--- src/rtl/collision_scan_ctrl.sv ---
// -----------------------------------------------------------------------------
// collision_scan_ctrl
//
// Walks an external N:1 lane-occupancy mux one lane at a time and builds a
// per-lane hit vector (occupied AND enabled by the captured lane mask). Each
// lane takes two cycles: one to let the mux settle on a new select value and
// one to sample its output. One cycle at the end publishes the results. With
// the default 8 lanes, Done rises 17 cycles after the edge that accepts Start.
//
// Ports
//   ColScan_CLOCK_50          in   single clock, rising edge
//   ColScan_RESET_InHigh      in   asynchronous active-high reset
//   ColScan_Start_InHigh      in   request one full scan (accepted in IDLE only)
//   ColScan_Abort_InHigh      in   cancel a scan while it is walking the lanes
//   ColScan_LaneMask_Bus_In   in   lanes to check, captured when Start is accepted
//   ColScan_MuxBit_In         in   occupancy bit of the currently selected lane
//   ColScan_Select_Bus_Out    out  select for the external lane mux
//   ColScan_Busy_OutHigh      out  high while a scan is in progress
//   ColScan_Done_OutHigh      out  one-cycle pulse when the result outputs update
//   ColScan_Hit_Bus_Out       out  hit vector of the last completed scan
//   ColScan_Collision_OutHigh out  OR of the hit vector
//   ColScan_Lane_Bus_Out      out  lowest hit lane index (0 when no hit)
// -----------------------------------------------------------------------------
module collision_scan_ctrl #(
  parameter int DATAWIDTH_SELECTOR = 3,
  parameter int DATAWIDTH_DATA     = 8
) (
  input  logic                          ColScan_CLOCK_50,
  input  logic                          ColScan_RESET_InHigh,
  input  logic                          ColScan_Start_InHigh,
  input  logic                          ColScan_Abort_InHigh,
  input  logic [DATAWIDTH_DATA-1:0]     ColScan_LaneMask_Bus_In,
  input  logic                          ColScan_MuxBit_In,
  output logic [DATAWIDTH_SELECTOR-1:0] ColScan_Select_Bus_Out,
  output logic                          ColScan_Busy_OutHigh,
  output logic                          ColScan_Done_OutHigh,
  output logic [DATAWIDTH_DATA-1:0]     ColScan_Hit_Bus_Out,
  output logic                          ColScan_Collision_OutHigh,
  output logic [DATAWIDTH_SELECTOR-1:0] ColScan_Lane_Bus_Out
);

  localparam logic [1:0] S_IDLE   = 2'd0;
  localparam logic [1:0] S_SETUP  = 2'd1;
  localparam logic [1:0] S_SAMPLE = 2'd2;
  localparam logic [1:0] S_DONE   = 2'd3;

  localparam logic [DATAWIDTH_SELECTOR-1:0] LAST_LANE =
    DATAWIDTH_SELECTOR'(DATAWIDTH_DATA - 1);

  logic [1:0]                    state;
  logic [DATAWIDTH_DATA-1:0]     mask;      // lane mask frozen for the whole scan
  logic [DATAWIDTH_DATA-1:0]     work;      // hit vector being assembled
  logic [DATAWIDTH_SELECTOR-1:0] lowest_lane;

  // Lowest set index of the working vector; walking from the top down lets
  // the last assignment win, which is the lowest hit.
  // NOTE: the default assignment before the loop keeps this purely
  // combinational; without it a vector with no bits set would infer a latch.
  always_comb begin
    lowest_lane = '0;
    for (int i = DATAWIDTH_DATA - 1; i >= 0; i--) begin
      if (work[i]) lowest_lane = DATAWIDTH_SELECTOR'(i);
    end
  end

  // NOTE: all state below uses non-blocking assignments so every register
  // samples the pre-edge values; blocking here would create ordering races.
  always_ff @(posedge ColScan_CLOCK_50 or posedge ColScan_RESET_InHigh) begin
    if (ColScan_RESET_InHigh) begin
      state                     <= S_IDLE;
      mask                      <= '0;
      work                      <= '0;
      ColScan_Select_Bus_Out    <= '0;
      ColScan_Busy_OutHigh      <= 1'b0;
      ColScan_Done_OutHigh      <= 1'b0;
      ColScan_Hit_Bus_Out       <= '0;
      ColScan_Collision_OutHigh <= 1'b0;
      ColScan_Lane_Bus_Out      <= '0;
    end else begin
      ColScan_Done_OutHigh <= 1'b0;

      case (state)
        S_IDLE: begin
          // Abort is irrelevant here, so Start+Abort together still starts.
          if (ColScan_Start_InHigh) begin
            mask                   <= ColScan_LaneMask_Bus_In;
            work                   <= '0;
            ColScan_Select_Bus_Out <= '0;
            ColScan_Busy_OutHigh   <= 1'b1;
            state                  <= S_SETUP;
          end
        end

        S_SETUP: begin
          // Select is held for this cycle so the external mux can settle.
          if (ColScan_Abort_InHigh) begin
            ColScan_Select_Bus_Out <= '0;
            ColScan_Busy_OutHigh   <= 1'b0;
            state                  <= S_IDLE;
          end else begin
            state <= S_SAMPLE;
          end
        end

        S_SAMPLE: begin
          if (ColScan_Abort_InHigh) begin
            ColScan_Select_Bus_Out <= '0;
            ColScan_Busy_OutHigh   <= 1'b0;
            state                  <= S_IDLE;
          end else begin
            work[ColScan_Select_Bus_Out] <= mask[ColScan_Select_Bus_Out] & ColScan_MuxBit_In;
            if (ColScan_Select_Bus_Out == LAST_LANE) begin
              state <= S_DONE;
            end else begin
              ColScan_Select_Bus_Out <= ColScan_Select_Bus_Out + DATAWIDTH_SELECTOR'(1);
              state                  <= S_SETUP;
            end
          end
        end

        S_DONE: begin
          // Results publish here; Abort and Start are both ignored.
          ColScan_Hit_Bus_Out       <= work;
          ColScan_Collision_OutHigh <= |work;
          ColScan_Lane_Bus_Out      <= lowest_lane;
          ColScan_Done_OutHigh      <= 1'b1;
          ColScan_Select_Bus_Out    <= '0;
          ColScan_Busy_OutHigh      <= 1'b0;
          state                     <= S_IDLE;
        end

        default: begin
          ColScan_Select_Bus_Out <= '0;
          ColScan_Busy_OutHigh   <= 1'b0;
          state                  <= S_IDLE;
        end
      endcase
    end
  end

endmodule
--- config.mk ---
export PLATFORM = sky130hd
export DESIGN_NAME = collision_scan_ctrl
export DESIGN_NICKNAME = d
export VERILOG_FILES = /design/src/rtl/collision_scan_ctrl.sv
export SDC_FILE = /design/constraint.sdc
export NUM_CORES = 1
export LEC_CHECK = 0
export ABC_AREA = 1
export BUFFER_PORTS_ARGS = -buffer_cell sky130_fd_sc_hd__buf_2
export CAP_MARGIN = 5
export CORE_MARGIN = 2
export CORE_UTILIZATION = 55
export DETAILED_ROUTE_END_ITERATION = 8
export GPL_ROUTABILITY_DRIVEN = 0
export PLACE_DENSITY_LB_ADDON = 0.08
export SETUP_SLACK_MARGIN = 0.15
export SKIP_CTS_REPAIR_TIMING = 1
export SLEW_MARGIN = 0
export SYNTH_ARGS = -nofsm -noshare
export SYNTH_HDL_FRONTEND = slang
export SYNTH_SLANG_ARGS = --single-unit
--- constraint.sdc ---
create_clock -name ColScan_CLOCK_50 -period 1.7 [get_ports ColScan_CLOCK_50]
set_clock_uncertainty 0.15 [all_clocks]
set_input_delay 0.34 -clock ColScan_CLOCK_50 [delete_from_list [all_inputs] [get_ports ColScan_CLOCK_50]]
set_output_delay 0.34 -clock ColScan_CLOCK_50 [all_outputs]
set_load 0.1 [all_outputs]
==> results_dict.tcl <==
set metrics [dict create \
    end_kind "flip-flop" \
    p_comb_share_pct 53.3 \
    path_clk_slew_ns 0.10 \
    std_cell_rows 20 \
    setup-violations-final 0 \
    avgViaCountPerCell 4.90 \
    antenna_found_initial 0 \
    p_per_area_mw_per_mm2 1420 \
    place_area_sq_mm 0.00209 \
    drt_iter0_drc 64 \
    clkPwrFrac_pct 13.1 \
    finalWorstSetupSlack_ns 0.0245 \
    num_vias 1554 \
    rsz0062_at_grt "yes" \
    grt_usage_pct 22.1 \
    power_frac_seq_pct 33.6 \
    period_share_pct 98.6 \
    cts_tree "built" \
    slew_headroom_pct 71.0 \
    syn_inst 224 \
    firstDrtPassIters 6 \
    cts-buffers-inserted 5 \
    die_h_microns 61.6 \
    postLayoutCoreUtil_pct 75.8 \
    netlist_area_sq_mm 0.00182 \
    ir_drop_mv 1.12 \
    internal_power_uw 1770 \
    synth_cell_types 27 \
    root_buffer "clkbuf_4" \
    boundaryPins 30 \
    cp.arrival_ns 1.76 \
    hp-class "in2reg" \
    finalHoldViolations 0 \
    yosysTopAreaCell "dfrtp_1" \
    worst_pin_slew_ns 0.435 \
    dp_hpwl_microns 2720 \
    clkSinkCount 35 \
    start_kind "flip-flop" \
    status "finished, final reports clean" \
    initial_core_util_pct 58.7 \
    critPathRequiredTime_ns 1.79 \
    grt_pass1_vias 1412 \
    synth-seq-cells 35 \
    area_growth_pct 29.0 \
    wire_per_inst_microns 12.1 \
    ys_async_sr_fraction_pct 100 \
    numPortBuffers 29 \
    yosys_warnings 0 \
    grt_pass1_wl_microns 6070 \
    core_sq_mm 0.00310 \
    drc 0 \
    power_uw 3330 \
    sw_frac_of_total_pct 46.9 \
    avgSynthCellArea_sq_um 8.14 \
    layout-drive-gt1-share_pct 31.9 \
    slew_viol_final 0 \
    yosysMostFrequentCell "nand2_1" \
    crit_type "reg2reg" \
    cap_violations 0 \
    antenna_cells 0 \
    final_antenna_net_count 0 \
    pre_cts_slack_ns 0.0404 \
    ys_top_cells_by_area "dfrtp_1, nand2_1, ha_1" \
    htreeDepth 2 \
    maxClockFrequency_mhz 597 \
    wl_microns 3840 \
    ctsLongestPathBuffers 2 \
    dieArea_sq_mm 0.00379 \
    grt_max_degree 36 \
    layout.nets 292 \
    netlist_top_cells_count "nand2_1, dfrtp_1, nor2_1, inv_1" \
    synth_flop_cell "dfrtp_1" \
    synth_seq_area_share_pct 48.0 \
    period_needed_ns 1.68 \
    synth_edf_count 0 \
    overflow 0 \
    fin_area_sq_mm 0.00235 \
    clk_latency_ns 0.34 \
    path_max_fanout 6 \
    synth_top_area_share_pct 48.0 \
    power.leakage_uw 0.00117 \
    syn-num-nets 244 \
    die_w_microns 61.6 \
    p_sw_uw 1560 \
]
routing by layer:
metal  global-route usage, %  up-vias  wire length [microns]
met4                    9.12        0                     48
li1                        -      797                      -
met3                    4.62        8                    131
met5                       0        -                      0
met1                    28.3      723                   1710
met2                    36.5       26                   1950
power groups by stage:
stage / registers, uW / logic, uW / clock network, uW
6_report: 1120 / 1780 / 435
5_1_grt: 1140 / 1940 / 498
4_1_cts: 1110 / 1510 / 448
3_5_place_dp: 1130 / 1510 / 0
3_3_place_gp: 1120 / 1490 / 0
2_1_floorplan: 1580 / 750 / 0
cells in the final DEF (no fill, tap or decap), types with 2 or more instances in the layout:
cell,count
a21oi_1,7
buf_12,4
buf_2,12
buf_4,27
clkbuf_4,7
dfrtp_1,32
dfrtp_4,2
ha_1,3
ha_4,4
inv_1,15
inv_2,9
mux2_2,2
nand2_1,72
nand2_2,2
nand2_8,2
nand3_1,13
nand3_2,3
nor2_1,21
nor2_2,4
o21ai_0,12
o21ai_1,4
final cells by class:
class / instances / area (sq um)
multi-input combinational: 158 / 887
sequential: 35 / 885
fill: 257 / 752
timing repair buffer: 46 / 368
inverter: 26 / 103
tap: 44 / 55.1
clock buffer: 6 / 41.3
clock inverter: 2 / 12.5
worst paths after layout:
kind                                                          to  slack [ns]                                  start  depth (start not counted)
hold / removal                               mask[5]$_DFFE_PP0P_        0.08             ColScan_LaneMask_Bus_In[5]                          2
max in group asynchronous  ColScan_Select_Bus_Out[0]$_DFFE_PP0P_        0.57                   ColScan_RESET_InHigh                          4
hold reg to reg              ColScan_Lane_Bus_Out[0]$_DFFE_PP0P_        0.34    ColScan_Lane_Bus_Out[0]$_DFFE_PP0P_                          2
setup / recovery           ColScan_Select_Bus_Out[1]$_DFFE_PP0P_        0.02  ColScan_Select_Bus_Out[1]$_DFFE_PP0P_                          7
min in group asynchronous                    mask[6]$_DFFE_PP0P_        0.48                   ColScan_RESET_InHigh                          4
setup reg to reg           ColScan_Select_Bus_Out[1]$_DFFE_PP0P_        0.02  ColScan_Select_Bus_Out[1]$_DFFE_PP0P_                          7
worst max-delay path, cell delays in order (launching register included):
cell and delay (ns):
dfrtp_4 0.55, ha_4 0.18, ha_4 0.15, a21oi_2 0.16, nor2_2 0.08, nor2_4 0.12
buf_4 0.13, o21ai_0 0.06
registers in the layout (all words and copies together), names as in the netlist:
register,flops
state,2
ColScan_Hit_Bus_Out,8
ColScan_Select_Bus_Out,3
ColScan_Busy_OutHigh,1
ColScan_Lane_Bus_Out,3
ColScan_Done_OutHigh,1
mask,8
work,8
ColScan_Collision_OutHigh,1
cell families (layout without fill, tap and decap cells):
| logic type | after synthesis | count (layout) | share of synthesized area, % |
|---|---|---|---|
| AO/OA/AOI/OAI | 25 | 25 | 7.14 |
| AND/OR/NAND/NOR | 123 | 123 | 30.3 |
| flip-flops | 35 | 35 | 48.0 |
| multiplexers | 3 | 3 | 1.85 |
| adder cells (fa/ha/maj) | 7 | 7 | 4.80 |
| buffers and inverters | 31 | 80 | 7.82 |
per-stage QoR:
stage          hold slack, ns   TNS, ns  std cells
2_1_floorplan           0.312  -0.00555        224
3_3_place_gp            0.301         0        298
3_5_place_dp            0.318         0        298
4_1_cts               -0.0520   -0.0692        306
5_1_grt                0.0724   -0.0521        317
6_report               0.0783         0        317
Note: power is estimated with default switching activity, not from simulation.
